## src/rtl/fifo_arb_pkg.sv

```systemverilog
// Shared types and helpers for the capture-FIFO write arbiter.
//   arb_state_e    : arbiter FSM state (idle/arbitrating vs. burst to one channel)
//   DATA_W_DEFAULT : default word width, matches the capture FIFO
//   next_rr()      : round-robin pick over up to RR_MAX_CH requesters
package fifo_arb_pkg;

    typedef enum logic {
        ARB_IDLE  = 1'b0,
        ARB_BURST = 1'b1
    } arb_state_e;

    localparam int DATA_W_DEFAULT = 64;
    localparam int RR_MAX_CH      = 8;

    // Returns the first set bit of valid[n-1:0] searching from last+1
    // upward with wrap-around. With no request set, returns last; the
    // caller qualifies the result with |valid.
    function automatic logic [2:0] next_rr(input logic [RR_MAX_CH-1:0] valid,
                                           input logic [2:0]           last,
                                           input int                   n);
        logic [2:0] pick;
        int         idx;
        pick = last;
        // Walk from the farthest candidate to the nearest so the nearest
        // requester after 'last' is the one left in 'pick'.
        for (int k = RR_MAX_CH; k >= 1; k--) begin
            if (k <= n) begin
                idx = (int'(last) + k) % n;
                if (valid[idx[2:0]]) pick = idx[2:0];
            end
        end
        return pick;
    endfunction

endpackage

```

## src/rtl/fifo_write_arbiter_if.sv

```systemverilog
// Channel-side and FIFO-side handshake bundle for fifo_write_arbiter.
//   ch_valid/ch_data/ch_ready : per-channel valid/ready word stream
//                               (channel i data is ch_data[i])
//   fifo_full/fifo_wr_en/fifo_din : FIFO write port
// Modports: slave = arbiter side, master = channels + FIFO side.
interface fifo_write_arbiter_if #(
    parameter int NUM_CH = 4,
    parameter int DATA_W = 64
);
    logic [NUM_CH-1:0]             ch_valid;
    logic [NUM_CH-1:0][DATA_W-1:0] ch_data;
    logic [NUM_CH-1:0]             ch_ready;
    logic                          fifo_full;
    logic                          fifo_wr_en;
    logic [DATA_W-1:0]             fifo_din;

    modport slave (
        input  ch_valid, ch_data, fifo_full,
        output ch_ready, fifo_wr_en, fifo_din
    );

    modport master (
        output ch_valid, ch_data, fifo_full,
        input  ch_ready, fifo_wr_en, fifo_din
    );
endinterface

```

## src/rtl/fifo_write_arbiter_rr_pick.sv

```systemverilog
// Combinational round-robin priority picker.
//   req_i   : request vector (N = 2..8)
//   last_i  : index granted last time; search starts at last_i+1
//   idx_o   : chosen requester (meaningful only when found_o=1)
//   found_o : at least one request present
module rr_pick
    import fifo_arb_pkg::*;
#(
    parameter  int N  = 4,
    localparam int IW = $clog2(N)
) (
    input  logic [N-1:0]  req_i,
    input  logic [IW-1:0] last_i,
    output logic [IW-1:0] idx_o,
    output logic          found_o
);
    logic [RR_MAX_CH-1:0] req_ext;
    logic [2:0]           pick;

    always_comb begin
        req_ext        = '0;
        req_ext[N-1:0] = req_i;
    end

    assign pick    = next_rr(req_ext, 3'(last_i), N);
    assign idx_o   = pick[IW-1:0];
    assign found_o = |req_i;
endmodule

```

## src/rtl/fifo_write_arbiter.sv

```systemverilog
// Shares the capture FIFO write port among NUM_CH channels.
// Round-robin grant with burst lock; one registered output stage.
//   clk, rst   : clock, async active-low reset
//   bus        : channel valid/ready streams and FIFO write port (slave)
//   grant_id   : channel currently granted (valid while busy=1)
//   busy       : arbiter is in a burst
//   word_count : words written to the FIFO, wraps at 2^32
module fifo_write_arbiter
    import fifo_arb_pkg::*;
#(
    parameter int NUM_CH    = 4,
    parameter int DATA_W    = DATA_W_DEFAULT,
    parameter int MAX_BURST = 16
) (
    input  logic                      clk,
    input  logic                      rst,
    fifo_write_arbiter_if.slave       bus,
    output logic [$clog2(NUM_CH)-1:0] grant_id,
    output logic                      busy,
    output logic [31:0]               word_count
);
    localparam int IW = $clog2(NUM_CH);

    arb_state_e        state_q, state_d;
    logic [IW-1:0]     grant_q, grant_d;
    logic [IW-1:0]     last_q,  last_d;
    logic [7:0]        bcnt_q,  bcnt_d;
    logic              out_vld_q;
    logic [DATA_W-1:0] out_data_q;
    logic [31:0]       word_cnt_q;

    logic [IW-1:0]     pick_idx;
    logic              pick_found;
    logic              accept_ok;
    logic              gnt_valid;
    logic              ch_xfer;
    logic              fifo_xfer;
    logic [7:0]        bcnt_inc;
    logic [NUM_CH-1:0] ready_vec;

    rr_pick #(.N(NUM_CH)) u_pick (
        .req_i   (bus.ch_valid),
        .last_i  (last_q),
        .idx_o   (pick_idx),
        .found_o (pick_found)
    );

    // The output register can take a word when it is empty or is being
    // drained this cycle; this makes ch_ready combinational on fifo_full.
    assign accept_ok = !out_vld_q || !bus.fifo_full;
    assign gnt_valid = bus.ch_valid[grant_q];
    assign ch_xfer   = (state_q == ARB_BURST) && accept_ok && gnt_valid;
    assign fifo_xfer = out_vld_q && !bus.fifo_full;
    assign bcnt_inc  = bcnt_q + 8'd1;

    always_comb begin
        ready_vec = '0;
        if (state_q == ARB_BURST && accept_ok) ready_vec[grant_q] = 1'b1;
    end

    always_comb begin
        state_d = state_q;
        grant_d = grant_q;
        last_d  = last_q;
        bcnt_d  = bcnt_q;
        case (state_q)
            ARB_IDLE: begin
                if (pick_found) begin
                    grant_d = pick_idx;
                    bcnt_d  = '0;
                    state_d = ARB_BURST;
                end
            end
            ARB_BURST: begin
                // Only an accept opportunity can end a burst, so a full
                // FIFO holds the grant for as long as it stays full.
                if (accept_ok) begin
                    if (gnt_valid) begin
                        bcnt_d = bcnt_inc;
                        if (bcnt_inc == 8'(MAX_BURST)) begin
                            state_d = ARB_IDLE;
                            last_d  = grant_q;
                        end
                    end else begin
                        state_d = ARB_IDLE;
                        last_d  = grant_q;
                    end
                end
            end
            default: state_d = ARB_IDLE;
        endcase
    end

    always_ff @(posedge clk or negedge rst) begin
        if (!rst) begin
            state_q <= ARB_IDLE;
            grant_q <= '0;
            last_q  <= IW'(NUM_CH - 1);
            bcnt_q  <= '0;
        end else begin
            state_q <= state_d;
            grant_q <= grant_d;
            last_q  <= last_d;
            bcnt_q  <= bcnt_d;
        end
    end

    // Load wins over drain so a word can enter while the previous one
    // leaves. Data is left untouched on a plain drain.
    always_ff @(posedge clk or negedge rst) begin
        if (!rst) begin
            out_vld_q  <= 1'b0;
            out_data_q <= '0;
        end else if (ch_xfer) begin
            out_vld_q  <= 1'b1;
            out_data_q <= bus.ch_data[grant_q];
        end else if (fifo_xfer) begin
            out_vld_q  <= 1'b0;
        end
    end

    always_ff @(posedge clk or negedge rst) begin
        if (!rst)           word_cnt_q <= '0;
        else if (fifo_xfer) word_cnt_q <= word_cnt_q + 32'd1;
    end

    assign bus.ch_ready   = ready_vec;
    assign bus.fifo_wr_en = out_vld_q;
    assign bus.fifo_din   = out_data_q;
    assign grant_id       = grant_q;
    assign busy           = (state_q == ARB_BURST);
    assign word_count     = word_cnt_q;
endmodule

```

## src/flat_wrapper.sv

```systemverilog
// flat-port wrapper written by rule: the top's interface ports become plain ports
module fifo_write_arbiter_flat import fifo_arb_pkg::*;
#(
    parameter int NUM_CH    = 4,
    parameter int DATA_W    = DATA_W_DEFAULT,
    parameter int MAX_BURST = 16
)
  (clk, rst, grant_id, busy, word_count, bus_ch_valid, bus_ch_data, bus_fifo_full, bus_ch_ready, bus_fifo_wr_en, bus_fifo_din);
  fifo_write_arbiter_if #(.NUM_CH(NUM_CH), .DATA_W(DATA_W)) bus_i ();
  input  logic clk;
  input  logic rst;
  output logic [$clog2(NUM_CH)-1:0] grant_id;
  output logic busy;
  output logic [31:0] word_count;
  input wire logic [$bits(bus_i.ch_valid)-1:0] bus_ch_valid;
  input wire logic [$bits(bus_i.ch_data)-1:0] bus_ch_data;
  input wire logic [$bits(bus_i.fifo_full)-1:0] bus_fifo_full;
  output wire logic [$bits(bus_i.ch_ready)-1:0] bus_ch_ready;
  output wire logic [$bits(bus_i.fifo_wr_en)-1:0] bus_fifo_wr_en;
  output wire logic [$bits(bus_i.fifo_din)-1:0] bus_fifo_din;
  assign bus_i.ch_valid = bus_ch_valid;
  assign bus_i.ch_data = bus_ch_data;
  assign bus_i.fifo_full = bus_fifo_full;
  assign bus_ch_ready = bus_i.ch_ready;
  assign bus_fifo_wr_en = bus_i.fifo_wr_en;
  assign bus_fifo_din = bus_i.fifo_din;
  fifo_write_arbiter #(.NUM_CH(NUM_CH), .DATA_W(DATA_W), .MAX_BURST(MAX_BURST)) u_core (.clk(clk), .rst(rst), .bus(bus_i), .grant_id(grant_id), .busy(busy), .word_count(word_count));
endmodule
```

## config.mk

```make
export PLATFORM = sky130hd
export DESIGN_NAME = fifo_write_arbiter_flat
export DESIGN_NICKNAME = d
export VERILOG_FILES = /design/src/rtl/fifo_arb_pkg.sv /design/src/rtl/fifo_write_arbiter_if.sv /design/src/rtl/fifo_write_arbiter_rr_pick.sv /design/src/rtl/fifo_write_arbiter.sv /design/src/flat_wrapper.sv
export SDC_FILE = /design/constraint.sdc
export NUM_CORES = 1
export LEC_CHECK = 0
export CAP_MARGIN = 20
export CORE_AREA = 5 5 139 141
export DETAILED_ROUTE_END_ITERATION = 8
export DIE_AREA = 0 0 144 146
export PLACE_DENSITY = 0.76
export SKIP_CTS_REPAIR_TIMING = 1
export SLEW_MARGIN = 40
export SYNTH_ARGS = -nofsm -noshare
export SYNTH_HDL_FRONTEND = slang
export SYNTH_HIERARCHICAL = 1
export SYNTH_SLANG_ARGS = --single-unit
```

## constraint.sdc

```tcl
create_clock -name clk -period 2.8 [get_ports clk]
set_clock_uncertainty 0.15 [all_clocks]
set_input_delay 0.42 -clock clk [delete_from_list [all_inputs] [get_ports clk]]
set_output_delay 0.42 -clock clk [all_outputs]
set_load 0.02 [all_outputs]
```

==> Word-level counts from Yosys, hierarchy flattened <==
Index checks and enable logic that the tools add are counted.
Widths: inputs -> output; s select.
{ "word_totals": {"elab_cells": 77, "input_bits": 263, "reg_bits": 110, "out_inout_bits": 104} }
{ "classes": {"n_lt_le_gt_ge": 6, "bitwise_logic": 5, "n_mux": 32, "add_sub_neg": 6, "n_reduce_logical": 16, "eq_ne": 5} }
{ "ops": {"columns": ["operator", "n"], "rows": [
  ["$bmux 64 s2", 1],
  ["$mux 64", 1],
  ["$add 32x1->32 const B", 1],
  ["$mux 8", 3],
  ["$lt 3x4->1 const B", 4],
  ["$pmux 8 s2", 1],
  ["$bmux 1 s3", 4],
  ["$mux 1", 12],
  ["$mux 2", 6],
  ["$add 8x1->8 const B", 1],
  ["$eq 8x5->1 const B", 1],
  ["$reduce_or 2->1", 4],
  ["$ne 2x2->1 const B", 3],
  ["$reduce_and 3->1", 2],
  ["$add 2x1->2 const B", 2],
  ["$add 2x2->2 const B", 2],
  ["$and 1x1->1 const A", 4],
  ["$logic_and 1x1->1", 4],
  ["$mux 4", 1],
  ["$reduce_or 4->1", 1],
  ["$lt 2x3->1 const B", 1],
  ["$bmux 1 s2", 1],
  ["$demux 1 s2", 1],
  ["$ge 2x1->1 const B", 1],
  ["other kinds (7)", 8]
]} }

==> Logic depth before layout (Yosys ltp) <==
{ "logic_depth": {"depth_word": 9, "mapped_depth": 8, "mapped_depth_nobuf": 6} }

==> Hierarchy <==
Netlist, hierarchy kept.
{ "by_module_without_submodules": {"columns": ["mod", "cells_per_inst", "instances", "seq_area_each_um2", "area_per_inst_um2"], "rows": [
  ["fifo_write_arbiter", 421, 1, 2755.1, 6319.8],
  ["rr_pick", 12, 1, 0.0, 86.3]
]} }

==> Least setup slack after synthesis <==
OpenSTA, ideal clock, no wires.
{ "synth_path": {"path_kind": "register to register", "start": "register u_core.grant_q[0], in the netlist u_core/grant_id[0]", "end": "register u_core.bcnt_q[7]", "setup_slack_ps": 669, "required_time_ps": 2517, "arrival_time_ps": 1848, "synth_period_minus_slack_ps": 2131, "setup_ps": 133, "n_path_buf": 3, "path_stages_with_launch": 9, "cell_sequence": "dfrtp_1 buf_6 mux4_2 and2_1 buf_6 buf_6 and2_4 o21ai_2 o31ai_1"} }
{ "synth_between": {"elab_chain_len": 4} }
{ "synth_lines": {"columns": ["item", "line", "text"], "rows": [
  ["start: declaration", "fifo_write_arbiter.sv:25", "logic [IW-1:0] grant_q, grant_d;"],
  ["start signal: assignment", "fifo_write_arbiter.sv:102", "grant_q <= grant_d;"],
  ["$bmux 1 s2", "fifo_write_arbiter.sv:51", "assign gnt_valid = bus.ch_valid[grant_q];"],
  ["$mux 1 (implied by the code)", "fifo_write_arbiter.sv:51", null],
  ["$ne 2x2->1 (no line)", null, null],
  ["$reduce_and 3->1 (no line)", null, null],
  ["end signal: assignment", "fifo_write_arbiter.sv:104", "bcnt_q <= bcnt_d;"],
  ["end: declaration", "fifo_write_arbiter.sv:27", "logic [7:0] bcnt_q, bcnt_d;"]
]} }
No other way between the ends. The select of a mux whose other input is x is not followed.
A chain may end at the register's enable or synchronous reset.

==> Worst setup path in the final report <==
{ "layout_path": {"start": "input bus_fifo_full", "end": "output bus_ch_ready[2]"} }
{ "layout_between": {"elab_chain_len": 4} }
{ "layout_lines": {"columns": ["item", "line", "text"], "rows": [
  ["start: declaration", "flat_wrapper.sv:17", "input wire logic [$bits(bus_i.fifo_full)-1:0] bus_fifo_full;"],
  ["$logic_not 1->1", "fifo_write_arbiter.sv:50", "assign accept_ok = !out_vld_q || !bus.fifo_full;"],
  ["$logic_or 1x1->1", "fifo_write_arbiter.sv:50", null],
  ["$logic_and 1x1->1", "fifo_write_arbiter.sv:58", "if (state_q == ARB_BURST && accept_ok) ready_vec[grant_q] = 1'b1;"],
  ["$mux 4", "fifo_write_arbiter.sv:58", null],
  ["end: declaration", "flat_wrapper.sv:18", "output wire logic [$bits(bus_i.ch_ready)-1:0] bus_ch_ready;"]
]} }
No other way between the ends.

==> reports/summary.md <==
Synth
* 6 — Yosys Warn Count
* 6410 um^2 — post-synth design cell area
* 110 — total of flip-flops plus latches after synthesis
* 0 — Post-synth EDFFs
* dfrtp_1 — Post-synth top flop
* 1.00 — async set-or-reset flop fraction in the synthesized netlist
* 14.8 um^2 — Avg Inst Size Synth
* 698 — Post-Synthesis Net Count
* 433 — synthesized netlist cell count
* 0.430 — sequential share of the synthesized area
* 44 — number of library cell types mapped by synthesis

Timing
* 0.547 ns — transition time at the pin with the least slew margin
* 382 MHz — Max Fclk
* 0 — Hold Violations, Final
* 0.635 — max_slew headroom
* false — RSZ-0062 raised after global routing
* 0 — Max Slew Vio Count
* 2.61 ns — time the worst path needs with I/O delays and setup
* 0 — number of failing setup endpoints in the final timing report
* 0.934 — post-route fraction of the period consumed by the critical path
* 0 ns — setup TNS

Global route
* 0 — Congestion Overflow GR
* 5942 — vias in the first global route
* 34.3 mm — global-route wire length before repair
* 0.213 — Overall Global Routing Usage
* 2 — number of antenna violations at the first check in global routing
* 58 — pin count of the biggest net entering global routing

Flow run
* 0 — max-cap check violation count

Worst setup path
* in2out — CP Class
* output port — Critical Path Sink Type
* input port — crit start category
* 5 — crit-path max FO
* 5 — depth of the worst register-to-register path
* 2.23 ns — required time of the critical path
* bus_fifo_full — crit path launch
* 2.04 ns — data arrival time at the worst-slack endpoint
* u_core/bcnt_q[1]$_DFFE_PN0P_ — startpoint of the worst register-to-register path

Clock network
* 9 — number of buffers created by CTS
* 110 — clock sink count
* 0.07 ns — clock-pin slew on the worst setup and hold paths
* 0.35 ns — latest clock arrival within the worst-skew pair
* 2 — worst-case clock buffer depth
* 3 — total number of H-tree levels
* clkbuf_16 — buffer type at the clock tree root
* built — CTS tree

Placement
* 366 — total of buffers placed on input and output ports
* 18.7 mm — estimated wirelength of the detail-placed design
* 0.881 — final RePlAce weighted congestion

Detailed routing
* 0 — final routed DRC violation total
* met5 — Max Used Layer
* 0 — post-detailed-route count of antenna-violating nets
* 1.38 mm — met3 wire len
* 4 — Pre-Repair DR Iteration Count
* 12.3 mm — met2 wire len
* 5.09 — DR vias/cell
* 164 — violation count after the first detailed-routing iteration
* 8.24 mm — routed length on met1
* 22.6 mm — final wirelength
* 5245 — via count
* 21.9 um — DR WL/cell

Worst hold path
* 1 — number of cells on the worst hold path
* u_core/word_count[31]$_DFFE_PN0P_ — start point of the worst min-delay path
* reg2reg — path category of the worst min-delay check

Floorplanning
* 146 um — height of the die
* 17800 um^2 — area of the core region
* 49 — row count
* 367 — top-level I/O count
* 21000 um^2 — DIE AREA
* 144 um — horizontal extent of the die
* 0.359 — Initial Util

Status
* finished clean — status

Layout
* 1060 — Net count, final
* 66.1% — Layout Area Growth over Synthesis
* 0.597 — Post-Route Utilization
* 1360 — layout filler cell count
* 0.211 — share of final-layout standard cells stronger than drive strength 1

Power and ir drop
* 951 nW/um^2 — Power Dens Cells
* 0.000584 V — worst voltage drop across the vdd grid
* 0.00427 uW — static power due to leakage

## cell usage in the layout, fill, tap and decap left out, types with 5 or more instances in the layout
cell | synthesis | routed
a21oi_1 | 5 | 5
and3_1 | 9 | 9
buf_12 | 0 | 5
buf_4 | 0 | 5
clkbuf_16 | 0 | 9
clkdlybuf4s50_1 | 0 | 365
dfrtp_1 | 108 | 106
mux2_4 | 64 | 64
mux4_2 | 65 | 65
nand2_1 | 34 | 34
nand3_1 | 11 | 11
nand4_1 | 6 | 6
nor2_1 | 14 | 14
nor3_1 | 5 | 5
o21ai_1 | 9 | 9
xnor2_1 | 24 | 24
xor2_1 | 7 | 7
## worst max-delay path, stage by stage
cell and delay [ns]:
clkdlybuf4s50_1 0.47, a21boi_1 0.34, nand2_1 0.10, nor2_1 0.10, clkdlybuf4s50_1 0.61
## power by group
group / switching (uW) / internal [uW] / total [uW]
logic: 2550 / 3570 / 6120
clock network: 585 / 701 / 1290
registers: 499 / 2210 / 2710
total: 3640 / 6480 / 10100
## state kept, by name (all words and copies together) (netlist names)
register,count
u_core/bus.fifo_din,64
u_core/grant_id,2
u_core/bus.fifo_wr_en,1
u_core/last_q,2
u_core/busy,1
u_core/bcnt_q,8
u_core/word_count,32
## cell usage after synthesis (3+ instances only)
master	instances	area (um^2)
a21oi_1	5	25.0
and2_1	5	31.3
and3_1	9	56.3
and4_1	3	26.3
buf_2	6	30.0
buf_6	9	101
clkbuf_1	11	41.3
dfrtp_1	108	2700
mux2_2	3	33.8
mux2_4	64	961
mux4_2	65	1460
nand2_1	34	128
nand3_1	11	55.1
nand4_1	6	37.5
nor2_1	14	52.6
nor3_1	5	25.0
o21ai_1	9	45.0
xnor2_1	24	210
xor2_1	7	61.3
## logic make-up after synthesis
kind of cell | synth area share
AOI/OAI and AO/OA | 0.0244
xor gates and xnor gates | 0.0424
adders and majority gates | 0.00391
buffers and inverters | 0.0281
DFF | 0.430
muxes | 0.387
and+or+nand+nor | 0.0838
## final timing paths
check,endpoint,slack (ns)
worst min register to register,u_core/word_count[31]$_DFFE_PN0P_,0.32
worst max-delay path,bus_ch_ready[2],0.19
min in group asynchronous,u_core/word_count[7]$_DFFE_PN0P_,0.46
worst max register to register,u_core/last_q[0]$_DFFE_PN1P_,0.57
worst min-delay path,u_core/word_count[31]$_DFFE_PN0P_,0.32
max in group asynchronous,u_core/bus.fifo_din[7]$_DFFE_PN0P_,1.33
## per-stage QoR
stage / power [uW] / area, um^2 / setup WS (ns) / instances / hold WS [ns]
after floorplan: 6610 / 6410 / 0.669 / 433 / -0.0256
after global placement: 8770 / 10300 / 0.200 / 1012 / 0.313
after detailed placement: 8930 / 10300 / 0.209 / 1012 / 0.318
after CTS: 10300 / 10600 / 0.198 / 1028 / 0.00775
after global routing: 10600 / 10600 / 0.151 / 1030 / 0.354
final: 10100 / 10600 / 0.185 / 1031 / 0.318
## routing by layer
layer,vias up,track usage
met5,-,0
met3,38,0.0500
met1,2604,0.241
met2,220,0.385
met4,2,0.0800
li1,2381,-
## final cells by class
cell class	count	area, um^2	share of cell area
multi-input cells	295	3470	0.326
inverters	2	7.51	0.000705
well taps	229	287	0.0269
flip-flops and latches	110	2760	0.259
repair buffers	377	3810	0.358
clock inverters	6	68.8	0.00647
diodes	2	5.00	0.000470
clock buffers	10	229	0.0215
Power figures use the tool's default switching activity.
